$ cat src/rtl/mole_round_scheduler.sv
// Whack-a-mole round controller: clears the unique selector, lights one mole at a time, scores hits and misses. Optional macro WRONG_PRESS_PENALTY_EN.
// Latency: start -> sel_clr 1 cycle, sel_req 2 cycles; sel_done -> mole lit next cycle; every output is registered.
// Backpressure: none; sel_done is awaited for at most SEL_TIMEOUT cycles, and start is ignored while busy.
module mole_round_scheduler #(
    parameter int LIT_CYCLES  = 16,
    parameter int GAP_CYCLES  = 4,
    parameter int SEL_TIMEOUT = 64
) (
    input  logic       clk,
    input  logic       rst_n,
    input  logic       start,
    output logic       sel_clr,
    output logic       sel_req,
    input  logic       sel_done,
    input  logic [2:0] sel_number,
    input  logic       sel_all,
    input  logic [7:0] btn,
    output logic [7:0] mole,
    output logic [3:0] score,
    output logic [3:0] misses,
    output logic       busy,
    output logic       round_done,
    output logic       err
);

    localparam int TMAX_LG = (LIT_CYCLES > GAP_CYCLES) ? LIT_CYCLES : GAP_CYCLES;
    localparam int TMAX    = (TMAX_LG > SEL_TIMEOUT) ? TMAX_LG : SEL_TIMEOUT;
    localparam int TW      = (TMAX > 2) ? $clog2(TMAX) : 1;

    typedef enum logic [2:0] {
        S_IDLE,
        S_CLEAR,
        S_REQ,
        S_WAIT_SEL,
        S_LIT,
        S_GAP,
        S_FINISH
    } state_t;

    state_t        state, state_n;
    logic [TW-1:0] timer, timer_n;
    logic [2:0]    idx, idx_n;
    logic [7:0]    mole_n;
    logic [3:0]    score_n, misses_n;
    logic          sel_clr_n, sel_req_n, busy_n, round_done_n, err_n;
    logic          hit, wrong;

    // Counters stop at 8 instead of wrapping.
    function automatic logic [3:0] sat_inc(input logic [3:0] v);
        return (v >= 4'd8) ? v : v + 4'd1;
    endfunction

    assign hit = btn[idx];
`ifdef WRONG_PRESS_PENALTY_EN
    assign wrong = |btn;
`else
    assign wrong = 1'b0;
`endif

    always_comb begin
        state_n      = state;
        timer_n      = timer;
        idx_n        = idx;
        mole_n       = mole;
        score_n      = score;
        misses_n     = misses;
        err_n        = err;
        sel_clr_n    = 1'b0;
        sel_req_n    = 1'b0;
        round_done_n = 1'b0;
        case (state)
            S_IDLE: begin
                if (start) begin
                    state_n   = S_CLEAR;
                    sel_clr_n = 1'b1;
                    score_n   = 4'd0;
                    misses_n  = 4'd0;
                    err_n     = 1'b0;
                end
            end
            S_CLEAR: begin
                state_n   = S_REQ;
                sel_req_n = 1'b1;
            end
            S_REQ: begin
                timer_n = '0;
                state_n = S_WAIT_SEL;
            end
            S_WAIT_SEL: begin
                if (sel_done) begin
                    idx_n   = sel_number;
                    mole_n  = 8'b1 << sel_number;
                    timer_n = TW'(LIT_CYCLES - 1);
                    state_n = S_LIT;
                end else if (timer == TW'(SEL_TIMEOUT - 1)) begin
                    err_n        = 1'b1;
                    mole_n       = 8'd0;
                    round_done_n = 1'b1;
                    state_n      = S_FINISH;
                end else begin
                    timer_n = timer + 1'b1;
                end
            end
            S_LIT: begin
                // A hit wins over both expiry and a simultaneous wrong press.
                if (hit) begin
                    score_n = sat_inc(score);
                    mole_n  = 8'd0;
                    timer_n = TW'(GAP_CYCLES - 1);
                    state_n = S_GAP;
                end else if (wrong || timer == '0) begin
                    misses_n = sat_inc(misses);
                    mole_n   = 8'd0;
                    timer_n  = TW'(GAP_CYCLES - 1);
                    state_n  = S_GAP;
                end else begin
                    timer_n = timer - 1'b1;
                end
            end
            S_GAP: begin
                if (timer == '0) begin
                    if (sel_all) begin
                        round_done_n = 1'b1;
                        state_n      = S_FINISH;
                    end else begin
                        sel_req_n = 1'b1;
                        state_n   = S_REQ;
                    end
                end else begin
                    timer_n = timer - 1'b1;
                end
            end
            S_FINISH: begin
                state_n = S_IDLE;
            end
            default: begin
                state_n = S_IDLE;
                mole_n  = 8'd0;
            end
        endcase
        busy_n = (state_n != S_IDLE);
    end

    always_ff @(posedge clk or negedge rst_n) begin
        if (!rst_n) begin
            state      <= S_IDLE;
            timer      <= '0;
            idx        <= 3'd0;
            mole       <= 8'd0;
            score      <= 4'd0;
            misses     <= 4'd0;
            sel_clr    <= 1'b0;
            sel_req    <= 1'b0;
            busy       <= 1'b0;
            round_done <= 1'b0;
            err        <= 1'b0;
        end else begin
            state      <= state_n;
            timer      <= timer_n;
            idx        <= idx_n;
            mole       <= mole_n;
            score      <= score_n;
            misses     <= misses_n;
            sel_clr    <= sel_clr_n;
            sel_req    <= sel_req_n;
            busy       <= busy_n;
            round_done <= round_done_n;
            err        <= err_n;
        end
    end

endmodule

$ cat config.mk
export PLATFORM = sky130hd
export DESIGN_NAME = mole_round_scheduler
export DESIGN_NICKNAME = d
export VERILOG_FILES = /design/src/rtl/mole_round_scheduler.sv
export SDC_FILE = /design/constraint.sdc
export NUM_CORES = 1
export LEC_CHECK = 0
export ABC_CLOCK_PERIOD_IN_PS = 3800
export CAP_MARGIN = 10
export CORE_MARGIN = 4
export CORE_UTILIZATION = 50
export CTS_CLUSTER_DIAMETER = 60
export DETAILED_ROUTE_END_ITERATION = 6
export GPL_TIMING_DRIVEN = 1
export PLACE_DENSITY = 0.77
export SLEW_MARGIN = 20
export SYNTH_ARGS = -nofsm -noshare
export SYNTH_HDL_FRONTEND = slang
export SYNTH_SLANG_ARGS = --single-unit
$ cat constraint.sdc
create_clock -name clk -period 3.8 [get_ports clk]
set_input_delay 0.76 -clock clk [delete_from_list [all_inputs] [get_ports clk]]
set_output_delay 0.76 -clock clk [all_outputs]
set_load 0.005 [all_outputs]
==> results of run 1 <==
[worst max-delay path by stage]
stage             start         to  slack (ns)  cells after the start
2_1_floorplan    btn[5]       busy        1.39                      5
3_3_place_gp     btn[1]  misses[1]        0.92                      6
3_5_place_dp     btn[1]  misses[0]        0.87                      6
4_1_cts          btn[1]  misses[0]        1.18                      6
5_1_grt        timer[0]   timer[4]        1.01                      7
6_report         btn[1]  misses[0]        1.18                      6
[sequential cells by signal (all words and copies together) (netlist names)]
name / flops
round_done: 1
state: 3
timer: 6
sel_req: 1
idx: 3
sel_clr: 1
score: 4
mole: 8
err: 1
busy: 1
misses: 4
[cells in the mapped netlist (all sizes together), types with 4 or more instances]
cell type / number / area share
ha: 6 / 0.040
and3: 5 / 0.017
nand3: 10 / 0.027
a21o: 5 / 0.020
inv: 12 / 0.024
clkbuf: 7 / 0.014
a32o: 4 / 0.021
dfrtp: 33 / 0.44
o21ai: 15 / 0.040
nor2: 21 / 0.042
nor4: 4 / 0.013
nand2: 21 / 0.042
nor3: 8 / 0.021
[cells by family (layout without fill, tap and decap cells)]
kind of cell | Yosys count | after routing | synth area share
and+or+nand+nor | 83 | 83 | 0.216
AOI/OAI and AO/OA | 56 | 56 | 0.218
DFF | 33 | 33 | 0.439
buffers and inverters | 20 | 58 | 0.0439
adders and majority gates | 6 | 6 | 0.0399
muxes | 4 | 4 | 0.0393
xor gates and xnor gates | 1 | 1 | 0.00466
[per-stage QoR]
step,utilization,cells
6_report,0.645,289
3_5_place_dp,0.622,281
4_1_cts,0.645,289
3_3_place_gp,0.622,281
5_1_grt,0.645,289
2_1_floorplan,-,203
[cell type report]
cell class,instances,share of cell area
inverter,12,0.0191
timing repair buffer,38,0.159
clock inverter,2,0.00424
tap,48,0.0254
multi-input combinational,150,0.412
sequential,33,0.350
clock buffer,6,0.0307
[power breakdown]
group / internal (W) / switching [W] / total, W
Combinational: 0.000335 / 0.000382 / 0.000718
Sequential: 0.000451 / 0.000151 / 0.000603
Clock: 0.000127 / 0.000130 / 0.000257
Total: 0.000913 / 0.000664 / 0.00158
[metal layers]
layer,GRT usage,routed length (um)
met4,0.0716,70
met1,0.258,1970
met5,0,0
met2,0.283,1870
met3,0.0420,292
==> run summary, run 1 <==
Outcome = finished clean
DRC violations left = 0
1st-pass router iterations = 4
Post-synthesis sequential area ratio = 0.439
# clock sinks = 33
Clock-pin slew on the worst setup and hold paths = 0.07 ns
Crit Path Max Fanout = 11
GRT Residual Overflow = 0
Syn_nets = 225
P&R area growth vs syn = 25.5%
Die Ht = 69.3 um
CP endpoint kind = register
Starting Density = 0.514
Total Wirelength = 4.20 mm
Post-Syn Instances = 203
Reg2reg start = timer[0]
CP required = 3.97 ns
P_leak = 1.05 nW
Buf/Inv on CP = 1
Placed wire-length estimate = 3.07 mm
Port Buffer Count = 36
Peak supply drop = 0.364 mV
Core footprint = 0.00366 sq mm
CTS tree = done
Cts repair resizes = 0
Row count = 22
Final worst-path cycle share = 0.690
Syn. warnings = 0
Worst clock skew = 0.00950 ns
Syn_area_per_cell = 9.26 sq um
Most common cell after layout, fill and taps aside = clkdlybuf4s50_1
Hold Crit Endpoint = mole[5]
CTS root buf = clkbuf_8
Top delay family on crit path = multiplexers
I/O Pins = 37
Dpl ws = 0.871 ns
Area of the multi-input gates = 972 sq um
Worst Setup Path Type = input pin to register
FF/Latch Area = 826 sq um
Final setup margin = 1.18 ns
Largest net degree at the start of global routing = 34
EDFF count, synth = 0
Share of layout cells above drive strength 1 = 0.0456
Top achievable clock speed = 0.381 GHz
Reg2reg setup slack = 1.20 ns
Worst-Skew Late Latency = 0.29 ns
First-pass GRT wire length = 7.32 mm
CP cell instances = clkdlybuf4s50_1 > mux4_1 > mux2_2 > or4_1 > nand3_1 > o21ai_0
Synth Flop Type = dfrtp_1
Setup tns final = 0 ns
Post-synth ARST share = 1.00
Initial DRC Count = 141
Clk buf depth = 2
Hold Path Stages = 1
Power Density = 668 mW/mm^2
R2r worst-path depth = 7
Filler cells = 312
Total power = 0.00158 W
Hold Crit Start = mole[5]
TritonCTS buffer count = 5
Post-synthesis cell type count = 44
H-Tree Depth = 2
Worst Hold Slack = 0.486 ns
Via count = 1723
Postcts setup bufs = 0
Mean routed wirelength per cell = 14.5 um
Number of max-cap violations = 0
Period minus WS final = 2.62 ns
Final Slew Violations = 0
Vias in the first global route = 1576
CP max-delay cell = or4_1
Worst EP arrival = 2.79 ns
Mapped cell area = 0.00188 sq mm
Max stage delay on crit path = 0.56 ns
Setup-failing EPs final = 0
DR vias/cell = 5.96
# hold bufs at CTS = 0
ANT cells = 0
Final hold violations = 0
CP startpoint kind = input pin
Nets = 262
Die width = 69.3 um
Initial antenna violation count = 0
Most frequent cells in the layout = clkdlybuf4s50_1, dfrtp_1, nor2_1, nand2_1, o21ai_0
Rel. slew slack = 0.525
R2R Path End = timer[4]
RD Place Congestion = 0.885
Slew @ Worst Pin = 0.707 ns
Die area = 0.00481 sq mm
Hold Path Class = register to register
Gr usage total = 0.186
Non-Filler Cell Area, Final = 0.00236 sq mm
Post-route ant nets = 0
Placed cell areas = 0.00228 sq mm
Yosys reg bits = 33
RSZ-0062 raised after global routing = no
Note: power is estimated with default switching activity, not from simulation.
==> run 2, diff against run 1 <==
- ABC_CLOCK_PERIOD_IN_PS: 3800 -> 2600
- clock period: 3.8 -> 2.6 ns (I/O delays scaled with it)
==> run 2 against run 1 <==
Hold slack worse by 0.010 ns. Flip-flop and latch count is the same. Non-clock buffer count grew 7. Via count is 0.99% higher. Critical path depth is the same. First-iteration DRC count decreased by 31%. Combinational power is 66% higher. Cell area up 3.7%. Core utilization is 2.4 points higher. Register-to-register slack got worse by 0.86 ns. Critical endpoint is now misses[1]. Largest power group unchanged.
==> run summary, run 2 (same netlist as run 1, synthesis figures left out) <==
DRC violations left = 0 (unchanged)
Max stage delay on crit path = 0.54 ns (-0.02 ns)
I/O Pins = 37 (unchanged)
Final setup margin = 0.265 ns (-0.912 ns)
Via count = 1740 (+0.99%)
Final Slew Violations = 0 (unchanged)
Placed cell areas = 0.00233 sq mm (+2.3%)
Worst-Skew Late Latency = 0.28 ns (about the same)
Outcome = finished clean
Worst Hold Slack = 0.475 ns (-0.0104 ns)
H-Tree Depth = 2 (unchanged)
Core footprint = 0.00366 sq mm (unchanged)
Slew @ Worst Pin = 0.541 ns (-0.167 ns)
Dpl ws = -0.0257 ns (-0.897 ns)
Total power = 0.00255 W (+61%)
Number of max-cap violations = 0 (unchanged)
CTS tree = done
Hold Crit Start = mole[4]
Gr usage total = 0.195 (+0.00876)
Largest net degree at the start of global routing = 34 (unchanged)
Clock-pin slew on the worst setup and hold paths = 0.07 ns (about the same)
P_leak = 1.10 nW (+4.5%)
Peak supply drop = 0.579 mV (+59%)
Reg2reg start = timer[0]
Max reg flops = 8 (unchanged)
CP startpoint kind = input pin
Period minus WS final = 2.33 ns
CP max-delay cell = or4_1
Non-Filler Cell Area, Final = 0.00245 sq mm (+3.7%)
Worst clock skew = 0.00425 ns (-0.00526 ns)
Post-route ant nets = 0 (unchanged)
Setup-failing EPs final = 0 (unchanged)
ANT cells = 0 (unchanged)
1st-pass router iterations = 4 (unchanged)
Die area = 0.00481 sq mm (unchanged)
Reg2reg setup slack = 0.34 ns (-0.86 ns)
CP cell instances = clkdlybuf4s50_1 > mux4_1 > mux2_2 > or4_1 > nand3_1 > o21ai_0
Rel. slew slack = 0.640 (+0.115)
Top reg by flops = mole
Worst Setup Path Type = input pin to register
Hold Crit Endpoint = mole[4]
CP endpoint kind = register
GRT Residual Overflow = 0 (unchanged)
Vias in the first global route = 1700 (+7.9%)
CP required = 2.77 ns (-1.20 ns)
Most common cell after layout, fill and taps aside = clkdlybuf4s50_1
Cts repair resizes = 0 (unchanged)
Initial DRC Count = 97 (-31%)
Clk buf depth = 2 (unchanged)
RD Place Congestion = 0.885 (about the same)
First-pass GRT wire length = 7.76 mm (+6.0%)
Power Density = 1040 mW/mm^2 (+56%)
CTS root buf = clkbuf_8
Postcts setup bufs = 0 (unchanged)
DR vias/cell = 5.88 (-1.4%)
Starting Density = 0.514 (unchanged)
Final hold violations = 0 (unchanged)
Port Buffer Count = 36 (unchanged)
Nets = 269 (+2.7%)
R2r worst-path depth = 8 (+1)
R2R Path End = mole[1]
# clock sinks = 33 (unchanged)
Worst EP arrival = 2.50 ns (-0.29 ns)
Share of layout cells above drive strength 1 = 0.0726 (+0.0269)
Die width = 69.3 um (unchanged)
Hold Path Stages = 1 (unchanged)
Mean routed wirelength per cell = 15.2 um (+4.6%)
Top achievable clock speed = 0.428 GHz
Initial antenna violation count = 0 (unchanged)
Placed wire-length estimate = 3.23 mm (+5.3%)
P&R area growth vs syn = 30.1%
RSZ-0062 raised after global routing = no
Hold Path Class = register to register
Top flop regs = mole: 8 flops, timer: 6 flops
Most frequent cells in the layout = clkdlybuf4s50_1, dfrtp_1, nor2_1, nand2_1, o21ai_0
Die Ht = 69.3 um (unchanged)
Final worst-path cycle share = 0.898
# hold bufs at CTS = 0 (unchanged)
Crit Path Max Fanout = 6 (-5)
Row count = 22 (unchanged)
TritonCTS buffer count = 5 (unchanged)
Total Wirelength = 4.50 mm (+7.1%)
-- run 2: cell count changes in the layout (fill, tap and decap cells not counted) --
cell and delta:
buf_4 +7, bufinv_16 +1, clkbuf_8 +1, clkinv_2 -2
-- run 2: where the power goes --
group | internal [W] | total (W) | switching (W)
Sequential | 0.000660 | 0.000858 | 0.000198
Combinational | 0.000566 | 0.00119 | 0.000620
Clock | 0.000312 | 0.000501 | 0.000189
Total | 0.00154 | 0.00255 | 0.00101
-- run 2: how the worst max path moves through the flow --
stage                      to  slack, ns      from  depth (start not counted)
finish              misses[1]       0.27    btn[5]                          6
global route         timer[4]       0.16  timer[0]                          8
CTS                 misses[1]       0.28    btn[5]                          6
detailed placement  misses[1]      -0.03    btn[5]                          6
global placement    misses[1]       0.01    btn[1]                          6
floorplan                busy       0.43    btn[5]                          5
-- run 2: worst max-delay path: cells and delay by family --
| family | cells | cell delay (ns) |
|---|---|---|
| muxes | 2 | 0.86 |
| and+or+nand+nor | 2 | 0.65 |
| buffers and inverters | 1 | 0.39 |
| AOI/OAI and AO/OA | 1 | 0.08 |
-- run 2: per-layer routing --
metal / vias up / routed length (um) / share of wire / global-route usage
met5: - / 0 / 0 / 0
met1: 820 / 2010 / 0.45 / 0.258
li1: 843 / - / - / -
met2: 69 / 2100 / 0.47 / 0.307
met4: 0 / 46 / 0.010 / 0.0521
met3: 8 / 343 / 0.076 / 0.0623
-- run 2: layout make-up --
| cell class | instances | area, sq um |
|---|---|---|
| fillers | 301 | 1210 |
| multi-input cells | 150 | 972 |
| flip-flops and latches | 33 | 826 |
| repair buffers | 45 | 428 |
| clock buffers | 7 | 86.3 |
| well taps | 48 | 60.1 |
| inverters | 12 | 45.0 |
| clock inverters | 1 | 30.0 |
-- run 2: stage by stage --
| stage | utilization | instances | TNS (ns) |
|---|---|---|---|
| 2_1_floorplan | - | 203 | 0 |
| 3_3_place_gp | 0.637 | 288 | 0 |
| 3_5_place_dp | 0.637 | 288 | -0.0478 |
| 4_1_cts | 0.668 | 296 | 0 |
| 5_1_grt | 0.668 | 296 | 0 |
| 6_report | 0.668 | 296 | 0 |
